==> config.mk <==
export PLATFORM = sky130hd
export DESIGN_NAME = instruction_fetch_unit
export DESIGN_NICKNAME = d
export VERILOG_FILES = /design/src/rtl/instruction_fetch_unit.sv
export SDC_FILE = /design/constraint.sdc
export NUM_CORES = 1
export LEC_CHECK = 0
export ABC_CLOCK_PERIOD_IN_PS = 6300
export CORE_MARGIN = 2
export CORE_UTILIZATION = 48
export CTS_CLUSTER_SIZE = 40
export DETAILED_ROUTE_END_ITERATION = 16
export HOLD_SLACK_MARGIN = 0.08
export PLACE_DENSITY_LB_ADDON = 0.1
export RECOVER_POWER = 100
export SLEW_MARGIN = 10
export SYNTH_ARGS = -nofsm -noshare
export SYNTH_HDL_FRONTEND = slang
export SYNTH_SLANG_ARGS = --single-unit
==> constraint.sdc <==
create_clock -name clk -period 6.3 [get_ports clk]
set_input_delay 1.26 -clock clk [delete_from_list [all_inputs] [get_ports clk]]
set_output_delay 1.26 -clock clk [all_outputs]
set_load 0.02 [all_outputs]
==> src/rtl/instruction_fetch_unit.sv <==
// Fetch sequencer between the program counter and instruction memory.
// Reads one word per handshake, holds it for decode, and drives PC advance/jump on acknowledge.
module instruction_fetch_unit #(
  parameter int unsigned MEM_TIMEOUT = 255,
  parameter logic [3:0]  OP_JMP      = 4'd9,
  parameter logic [3:0]  OP_JAL      = 4'd10
) (
  input  logic        clk,
  input  logic        reset_n,
  input  logic [15:0] pc_addr,
  output logic        pc_advance,
  output logic        jump,
  output logic [11:0] target_addr,
  output logic        mem_read,
  output logic [15:0] mem_addr,
  input  logic [15:0] mem_data,
  input  logic        mem_ready,
  output logic [15:0] instr,
  output logic        instr_valid,
  input  logic        instr_ack,
  output logic [15:0] fetch_count,
  output logic        fetch_error
);

  typedef enum logic [1:0] {
    ST_IDLE,
    ST_FETCH,
    ST_ISSUE,
    ST_ERROR
  } state_e;

  localparam logic [15:0] TIMEOUT_LIMIT = 16'(MEM_TIMEOUT);

  state_e      state_q, state_d;
  logic [15:0] instr_q, instr_d;
  logic [15:0] fetch_count_q, fetch_count_d;
  logic [15:0] wait_cnt_q, wait_cnt_d;
  logic        fetch_error_q, fetch_error_d;

  logic [15:0] wait_inc;
  logic        timeout_hit;
  logic        ack_take;
  logic        is_jump_op;

  assign wait_inc    = wait_cnt_q + 16'd1;
  assign timeout_hit = (wait_inc == TIMEOUT_LIMIT);
  assign ack_take    = (state_q == ST_ISSUE) && instr_ack;
  assign is_jump_op  = (instr_q[15:12] == OP_JMP) || (instr_q[15:12] == OP_JAL);

  // NOTE: sequential state uses non-blocking assignments so every flop samples pre-edge values.
  always_ff @(posedge clk or negedge reset_n) begin
    if (!reset_n) begin
      state_q       <= ST_IDLE;
      instr_q       <= 16'h0000;
      fetch_count_q <= 16'h0000;
      wait_cnt_q    <= 16'h0000;
      fetch_error_q <= 1'b0;
    end else begin
      state_q       <= state_d;
      instr_q       <= instr_d;
      fetch_count_q <= fetch_count_d;
      wait_cnt_q    <= wait_cnt_d;
      fetch_error_q <= fetch_error_d;
    end
  end

  // NOTE: every combinational output gets a default first so no path can infer a latch.
  always_comb begin
    state_d = state_q;
    case (state_q)
      ST_IDLE:  state_d = ST_FETCH;
      ST_FETCH: begin
        if (mem_ready)        state_d = ST_ISSUE;
        else if (timeout_hit) state_d = ST_ERROR;
      end
      ST_ISSUE: if (instr_ack) state_d = ST_FETCH;
      ST_ERROR: state_d = ST_ERROR;
      default:  state_d = ST_IDLE;
    endcase
  end

  // Datapath updates that ride along with the state transitions above.
  always_comb begin
    instr_d       = instr_q;
    fetch_count_d = fetch_count_q;
    wait_cnt_d    = wait_cnt_q;
    fetch_error_d = fetch_error_q;
    case (state_q)
      ST_FETCH: begin
        if (mem_ready) begin
          instr_d    = mem_data;
          wait_cnt_d = 16'h0000;
        end else begin
          wait_cnt_d = wait_inc;
          if (timeout_hit) fetch_error_d = 1'b1;
        end
      end
      ST_ISSUE: if (instr_ack) fetch_count_d = fetch_count_q + 16'd1;
      default: ;
    endcase
  end

  always_comb begin
    pc_advance  = 1'b0;
    jump        = 1'b0;
    target_addr = 12'h000;
    mem_read    = 1'b0;
    mem_addr    = 16'h0000;
    instr_valid = 1'b0;
    case (state_q)
      ST_FETCH: begin
        mem_read = 1'b1;
        mem_addr = pc_addr;
      end
      ST_ISSUE: begin
        instr_valid = 1'b1;
        target_addr = instr_q[11:0];
        pc_advance  = ack_take;
        jump        = ack_take && is_jump_op;
      end
      default: ;
    endcase
  end

  assign instr       = instr_q;
  assign fetch_count = fetch_count_q;
  assign fetch_error = fetch_error_q;

endmodule
==> summary by stage, run 1 <==
Placed design
Detailed placement ended at an HPWL of around 4600 um. The pre-CTS worst setup slack is around 2.2 ns. The weighted congestion at the end of routability-driven global placement is 0.7833.

In this run the cell area measured after placement is ~3800 um^2. The number of I/O port buffers is 100.

CTS
TritonCTS built the clock tree. The number of sinks driven by the clock tree is 51. The root buffer cell chosen for the clock tree is clkbuf_8.

The hold buffer count at CTS is 0. The clock tree synthesis step divided the H-tree into 2 levels. At the later pin of the worst-skew pair, clock insertion delay measures 0.31 ns. The number of clock buffers inserted by TritonCTS is 5. The clock-pin slew reported for the worst setup and hold paths after clock tree synthesis is approximately 0.1 ns. The total of cells resized after clock tree synthesis is 0. The maximum clock insertion buffer count is 2. The count of buffers added by post-CTS timing repair for setup is 0.

Power and ir drop
The power share of the combinational group is between 40 and 50%. The relative contribution of the clock network to total power is between 20% and 30%. The part of the power in registers is between 30% and 40%. Power comes to between 1 and 1.5 mW. For this design the total switching power over the nets is between 0.5 and 0.6 mW. The worst-case vdd ir drop is roughly 260 uV. Net switching is between 30% and 40% of the power. The internal power of the cells totals ~0.86 mW. The power density over the cells is 355.6 nW/um^2. The analysis attributes to cell leakage a power of approximately 1.8 nW.

Timing
The aggregate negative setup slack is 0 ns. The smallest setup slack after layout is ~2 ns. Setup repair after global routing left no endpoint under its margin. Derived from the worst setup path, the maximum achievable clock frequency is 229.5 MHz.

Subtracting the final worst setup slack from the clock period gives between 4 and 5 ns. The number of setup violations in the final report is 0. Across all hold checks on the routed design, the worst slack comes to between 0.4 and 0.5 ns. The number of hold violations in the final report is 0. After layout, the worst path uses between 60% and 70% of the clock period. The actual slew at the worst max-slew pin is 2.677 ns. The worst relative slew slack is -78.45%. On the final layout, the worst clock skew is between 0.008 and 0.009 ns. The final number of max-transition violations is 52.

Routing
The detailed-route via count is 2,396. After detailed routing, the wire length on met1 is roughly 2700 um. The iteration-0 DRC count of the detailed router is roughly 110. The uppermost metal layer occupied by signal nets is met4.

The wire length on met2 is around 3000 um. After detailed routing, the total wire length is about 6400 um. The routed wirelength normalized by instance count is roughly 15 um.

The number of vias per cell after detailed routing is ~5.4. In the detailed route, the total length drawn on met3 is approximately 590 um. In this run the remaining antenna-violating nets after routing total 0. The number of search-and-repair iterations in the first detailed-routing pass is 4. After detailed routing, the number of remaining DRC violations is 0.

Worst setup path
In this run the critical register-to-register path is launched from state_q[1]. The worst setup path is captured at a primary output. The critical-path maximum fanout is 29. The slowest library cell on the worst path is nand2b_1. The count of buffering cells on the critical path with inverters included is 2. The signal on the critical path passes through nand2b_1 -> inv_1 -> and2_1 -> dlygate4sd3_1. The timing startpoint of the critical path is state_q[1]. For the worst setup path, the data required time is around 5.0 ns. The arrival time reported for the critical path endpoint is 3.10 ns. The cell depth of the worst setup path is 4.

The worst register-to-register path has a depth of 4. The top cell family by delay on the critical path is buffers and inverters. The worst setup path is launched from a flip-flop. Setup slack on the worst reg-to-reg path comes out at about 3.3 ns. By startpoint and endpoint, the worst setup path is classified as flip-flop to primary output.

The largest stage delay on the critical path is between 0.8 and 0.9 ns.

Cells and area
Compared with the post-synthesis result, the final layout area differs by 42.66%. Once layout is done, the placed cells without fillers occupy between 3000 and 4000 um^2. The share of cells above drive strength 1 is 8.065%.

Counting the fill cells in the layout gives 431. The final layout net count is just over 400. The repair_antennas step left the layout with diodes totalling 0.

Synth
The netlist area before placement is around 2700 um^2. Each instance of the synthesized netlist takes up on average just under 10 um^2. The synthesized netlist net count is roughly 320. For this run, the leading register cell type out of synthesis is dfrtp_1. The number of enable-type register cells in the synthesized netlist is 0. The fraction of synthesis flops using an asynchronous set or reset pin is 100.0%. The sequential share of the synthesized area is 46.79%. The biggest area contributor in the post-synthesis netlist is dfrtp_1.

After synthesis, the netlist uses 42 different library cells. Yosys instantiated no cell more often than dfrtp_1. By area the synthesized netlist is led by dfrtp_1 (47%), mux2_2 (7.0%), and2_1 (6.7%). Sorting the synthesized cells by how often they occur yields dfrtp_1 (51), and2_1 (29), nand2_1 (28). Synthesis produced 279 cells. The top cell type's share of synthesized area is 46.79%. The post-synthesis sequential element count is between 50 and 60. The warning count from the yosys run is 0.

Run status
The run finished, with violations left. The final reports fail on capacitance limit, slew limit.

Job
Max-cap violations in this run came to 1.

Floorplanning
The area of the die is ~6300 um^2. The number of top-level pins is 101. In this run the vertical extent of the chip is between 70 and 80 um. The effective utilization at floorplan is approximately half. The number of cell rows is 27. In this run the horizontal extent of the chip is ~80 um.

The floorplan step defined a core boundary enclosing approximately 5500 um^2.

GRT
The via count of the first global-routing pass is 2,284. The global-route usage over all layers is between 20 and 25%. Summed over all layers, the global routing overflow is 0.

The global-route wire length before repair is 10,780 um. The number of antenna violations at the first check in global routing is 0. Entering global routing, the biggest net connects 52 pins.

Hold path
Along the worst hold path, the cell count comes to 1. The startpoint identified for the worst hold timing path is fetch_count[15]. The min-delay analysis places its worst path in the category flip-flop to flip-flop.
[per-stage QoR]
stage                     util [%]  instances
final                        70.67        444
after global routing         70.67        444
after CTS                    70.80        444
after detailed placement     68.26        436
after global placement       68.26        436
after floorplan                  -        279
[power by group through the flow]
stage | clock (mW) | combinational [mW] | sequential [mW]
floorplan | 0 | 0.295 | 0.560
global placement | 0 | 0.626 | 0.510
detailed placement | 0 | 0.639 | 0.514
CTS | 0.282 | 0.644 | 0.510
global route | 0.296 | 0.649 | 0.523
finish | 0.280 | 0.597 | 0.506
[worst paths after layout]
kind,end
setup / recovery,mem_addr[2]
hold / removal,fetch_count[15]
setup reg to reg,instr[12]
hold reg to reg,fetch_count[15]
max in group asynchronous,fetch_count[0]
min in group asynchronous,wait_cnt_q[5]
[routing by layer]
layer  up-vias  track usage [%]
li1       1156                -
met1      1151            27.04
met2        81            35.08
met3         8            8.484
met4         0            4.655
met5         -                0
[kinds of logic (layout without fill, tap and decap cells)]
logic type | count (synthesis) | in the layout | synth area share, %
flip-flops | 51 | 51 | 46.79
XOR/XNOR | 21 | 21 | 6.743
buffers and inverters | 21 | 114 | 2.982
multiplexers | 22 | 22 | 8.853
AND/OR/NAND/NOR | 123 | 123 | 24.77
adder cells (fa/ha/maj) | 3 | 3 | 1.376
AO/OA/AOI/OAI | 38 | 38 | 8.487
[sequential cells by signal (all words and copies together), names as in the netlist]
register     count
fetch_count     16
state_q          2
wait_cnt_q      16
instr           16
fetch_error      1
[cells in the final DEF, fill, tap and decap left out, types with 2 or more instances in the layout]
cell and instances:
clkdlybuf4s50_1 42, dfrtp_1 51, o31ai_1 3, o21ai_0 13
and4_1 2, and2_1 19, dlygate4sd3_1 57, a21oi_1 11
inv_1 5, nor2b_1 2, or4_1 2, a21o_1 2
xnor2_1 10, nand3_1 10, and3_1 3, ha_1 3
nor3_1 9, mux2_2 17, nor4_1 3, clkbuf_8 5
nor3b_1 2, nand4_1 8, bufinv_16 2, nor2_1 17
nand2_1 28, xor2_1 11, and2_0 10, nand2b_1 3
mux2i_1 5
[worst reg2reg max path, cell delays in order (launching register included)]
cell and delay [ns]:
dfrtp_1 0.42, nand2b_1 0.82, inv_1 0.57, nand2_1 0.67, mux2_2 0.41
[layout make-up]
class                           instances  area (um^2)  area share [%]
Inverter                                5        18.77          0.4823
Tap cell                               72        90.09           2.315
Sequential cell                        51         1276           32.80
Clock buffer                            5        68.82           1.768
Clock inverter                          3        71.32           1.833
Multi-Input combinational cell        207         1366           35.11
Timing Repair Buffer                  101        999.7           25.69
Note: power is estimated with default switching activity, not from simulation.
==> run 2: changes to the inputs <==
ABC_CLOCK_PERIOD_IN_PS = 4000   (was 6300)
CORE_UTILIZATION = 40   (was 48)
clock period = 4 ns   (was 6.3 ns; I/O delays follow)
==> run 2 against run 1 <==
  * The flow still finishes with violations (capacitance limit, slew limit)
  * First-iteration DRC count down 42%
  * Combinational power up 56%
  * Critical path depth unchanged
  * Count of clock-buffer cells in the layout unchanged
  * Non-clock buffer count up 2
  * Critical endpoint is now jump
  * Largest power group unchanged
==> summary by stage, run 2 (synthesized netlist as in run 1, its figures left out) <==
Cells and area
The number of diodes is 0 (unchanged). The signed area change from the synthesized netlist to the final layout is 43.39% (was 42.66%). The most common library cell in the layout ignoring fill and taps is dlygate4sd3_1 (unchanged).

Most frequent cells in the layout: dlygate4sd3_1 (67), dfrtp_1 (51), clkdlybuf4s50_1 (32) (was dlygate4sd3_1 (57), dfrtp_1 (51), clkdlybuf4s50_1 (42)). The final layout net count is 412 (was 410). The share of the core filled with cells in the final layout is 58.54% (was 70.67%). The count of fill cells added during filler insertion is 599 (was 431).

The share of cells above drive strength 1 is 8.021% (was 8.065%).

CTS
The number of clock buffers inserted by TritonCTS came to 5 (unchanged). The total of cells resized after clock tree synthesis was 0 (unchanged). The clock-pin slew reported for the worst setup and hold paths after clock tree synthesis is 0.10 ns (about the same).

The hold buffer count at CTS is 0 (unchanged). The count of buffers added by post-CTS timing repair for setup is 0 (unchanged). The clock network latency to the later pin of the worst-skew pair is 0.30 ns (was 0.31 ns). The maximum clock insertion buffer count is 2 (unchanged). The number of sinks driven by the clock tree was 51 (unchanged). The CTS root buffer is clkbuf_8 (unchanged).

The depth of the CTS H-tree is 2 (unchanged). The clock tree from TritonCTS is built (unchanged).

Worst setup path
The top cell family by delay on the critical path is buffers and inverters (unchanged). The nature of the critical path startpoint is an input port (was flip-flop). The critical-path maximum fanout came to 7 (was 29).

The critical path class is input port to primary output (was flip-flop to primary output). The most repeated library cell on the critical path is dlygate4sd3_1. The slack of the worst reg-to-reg path is 1.21 ns (was 3.30 ns).

The startpoint of the lowest-slack register-to-register path is wait_cnt_q[0] (was state_q[1]). The depth of the most critical reg-to-reg path came to 7 (was 4). Cells along the critical path: dlygate4sd3_1 -> and3b_1 -> and4b_1 -> dlygate4sd3_1 (was nand2b_1 -> inv_1 -> and2_1 -> dlygate4sd3_1). The arrival time reported for the critical path endpoint is 2.56 ns (was 3.10 ns). The count of buffering cells on the critical path with inverters included is 2 (unchanged). The largest stage delay on the critical path is 0.67 ns (was 0.82 ns).

The slowest library cell on the worst path was dlygate4sd3_1 (was nand2b_1). The required time of the worst setup path is 3.20 ns (was 5.04 ns). The terminus of the critical flop-to-flop path was fetch_error (was instr[12]).

The critical path endpoint category is a primary output (unchanged). The timing startpoint of the critical path is instr_ack (was state_q[1]).

Timing
The aggregate negative setup slack is 0 ns (unchanged). RSZ-0062 raised after global routing: false (unchanged). The smallest setup slack after layout is 0.6403 ns (was 1.942 ns). The actual slew at the worst max-slew pin was 1.728 ns (was 2.677 ns). The number of setup violations in the final report is 0 (unchanged).

The maximum clock skew at final layout is 0.006835 ns (was 0.008695 ns). The final critical delay including setup and external delays is between 3 and 4 ns. The number of hold violations in the final report is 0 (unchanged). The share of the clock period used by the worst path after layout is 83.99%. The worst relative slew slack is -15.20% (was -78.45%). The timing-limited maximum frequency is just under 300 MHz. The final number of max-transition violations is 32 (was 52).

Placed design
The HPWL after detailed placement is 4487 um (was 4591 um). The weighted congestion at the end of routability-driven global placement is 0.7903 (was 0.7833). The number of I/O port buffers came to 100 (unchanged). The pre-CTS worst setup slack came to 0.7564 ns (was 2.161 ns).

Hold path
The worst hold path endpoint is fetch_error (was fetch_count[15]). The class of the worst hold path is flip-flop to flip-flop (unchanged). The count of cells along the worst hold path is 1 (unchanged). The hold path startpoint was fetch_error (was fetch_count[15]).

GRT
The global-route usage over all layers was 17.74% (was 21.48%). The number of antenna violations at the first check in global routing is 0 (unchanged). The via count of the first global-routing pass is 2,212 (was 2,284).

The global-route wire length before repair is 10,700 um (was 10,780 um). The largest net degree at the start of global routing came to 32 (was 52). The sum of overflow across all layers after global routing is 0 (unchanged).

Floorplanning
The y dimension of the die was 86.58 um (was 79.38 um). The effective utilization at floorplan came to 40.82% (was 49.53%). The number of top-level pins is 101 (unchanged).

The area of the die is 7495 um^2 (was 6301 um^2). The x dimension of the die is 86.58 um (was 79.38 um). The number of cell rows came to 30 (was 27).

The core box area is 6681 um^2 (was 5507 um^2).

Routing
The iteration-0 DRC count of the detailed router is 61 (was 105). The detailed-route via count is 2,338 (was 2,396). The remaining antenna violation count after routing is 0 (unchanged). The routed wirelength normalized by instance count is 13.65 um (was 14.51 um). The remaining routing DRC violations is 0 (unchanged). The number of vias per cell after detailed routing came to 5.150 (was 5.396). The number of search-and-repair iterations in the first detailed-routing pass is 4 (unchanged). The wire length reported by the detailed router is 6195 um (was 6443 um).

Power and ir drop
The worst-case vdd ir drop is 345.6 uV (was 258.3 uV). The power density over the cells is 550.3 nW/um^2 (was 355.6 nW/um^2). The reported leakage power came to 1.803 nW (was 1.756 nW).

Run status
Violations in the final reports: capacitance limit, slew limit (unchanged). Result of the run: complete, but fails checks (unchanged).

Job
The reported max-cap violation count is 1 (unchanged).
run 2: cell types whose count changed in the layout (fill, tap and decap cells not counted), sizes merged:
cell / before / now
dlygate4sd3: 57 / 67
clkbuf: 6 / 8
clkdlybuf4s50: 42 / 32
run 2: final cells by class:
class	count	area, um^2	share of cell area (%)
tap	80	100.1	2.559
multi-input combinational	207	1366	34.93
inverter	5	18.77	0.4798
timing repair buffer	103	1010	25.82
clock inverter	3	71.32	1.823
clock buffer	5	68.82	1.759
sequential	51	1276	32.63
run 2: power breakdown:
group          internal [mW]  switching [mW]
logic                  0.444           0.486
registers              0.649           0.143
clock network          0.254           0.177
run 2: through the flow:
step	hold WS [ns]	total power, mW	std cells	instance area, um^2
floorplan	0.5044	1.345	279	2728
global placement	0.4598	1.797	446	3784
detailed placement	0.4682	1.812	446	3784
CTS	0.4921	2.256	454	3924
global route	0.5103	2.299	454	3911
finish	0.4782	2.152	454	3911
run 2: how the worst max path moves through the flow:
stage | slack (ns) | to | cells past startpoint
floorplan | 1.55 | jump | 3
global placement | 0.77 | jump | 4
detailed placement | 0.76 | jump | 4
CTS | 0.75 | jump | 4
global route | 0.53 | jump | 4
finish | 0.64 | jump | 4
run 2: routing by layer:
metal  GRT usage, %  share of wire (%)  vias to the layer above
met3          4.762                5.7                        2
met1          24.02                 46                     1128
li1               -                  -                     1149
met2          28.25                 48                       59
met5              0                  0                        -
met4          4.688               0.52                        0
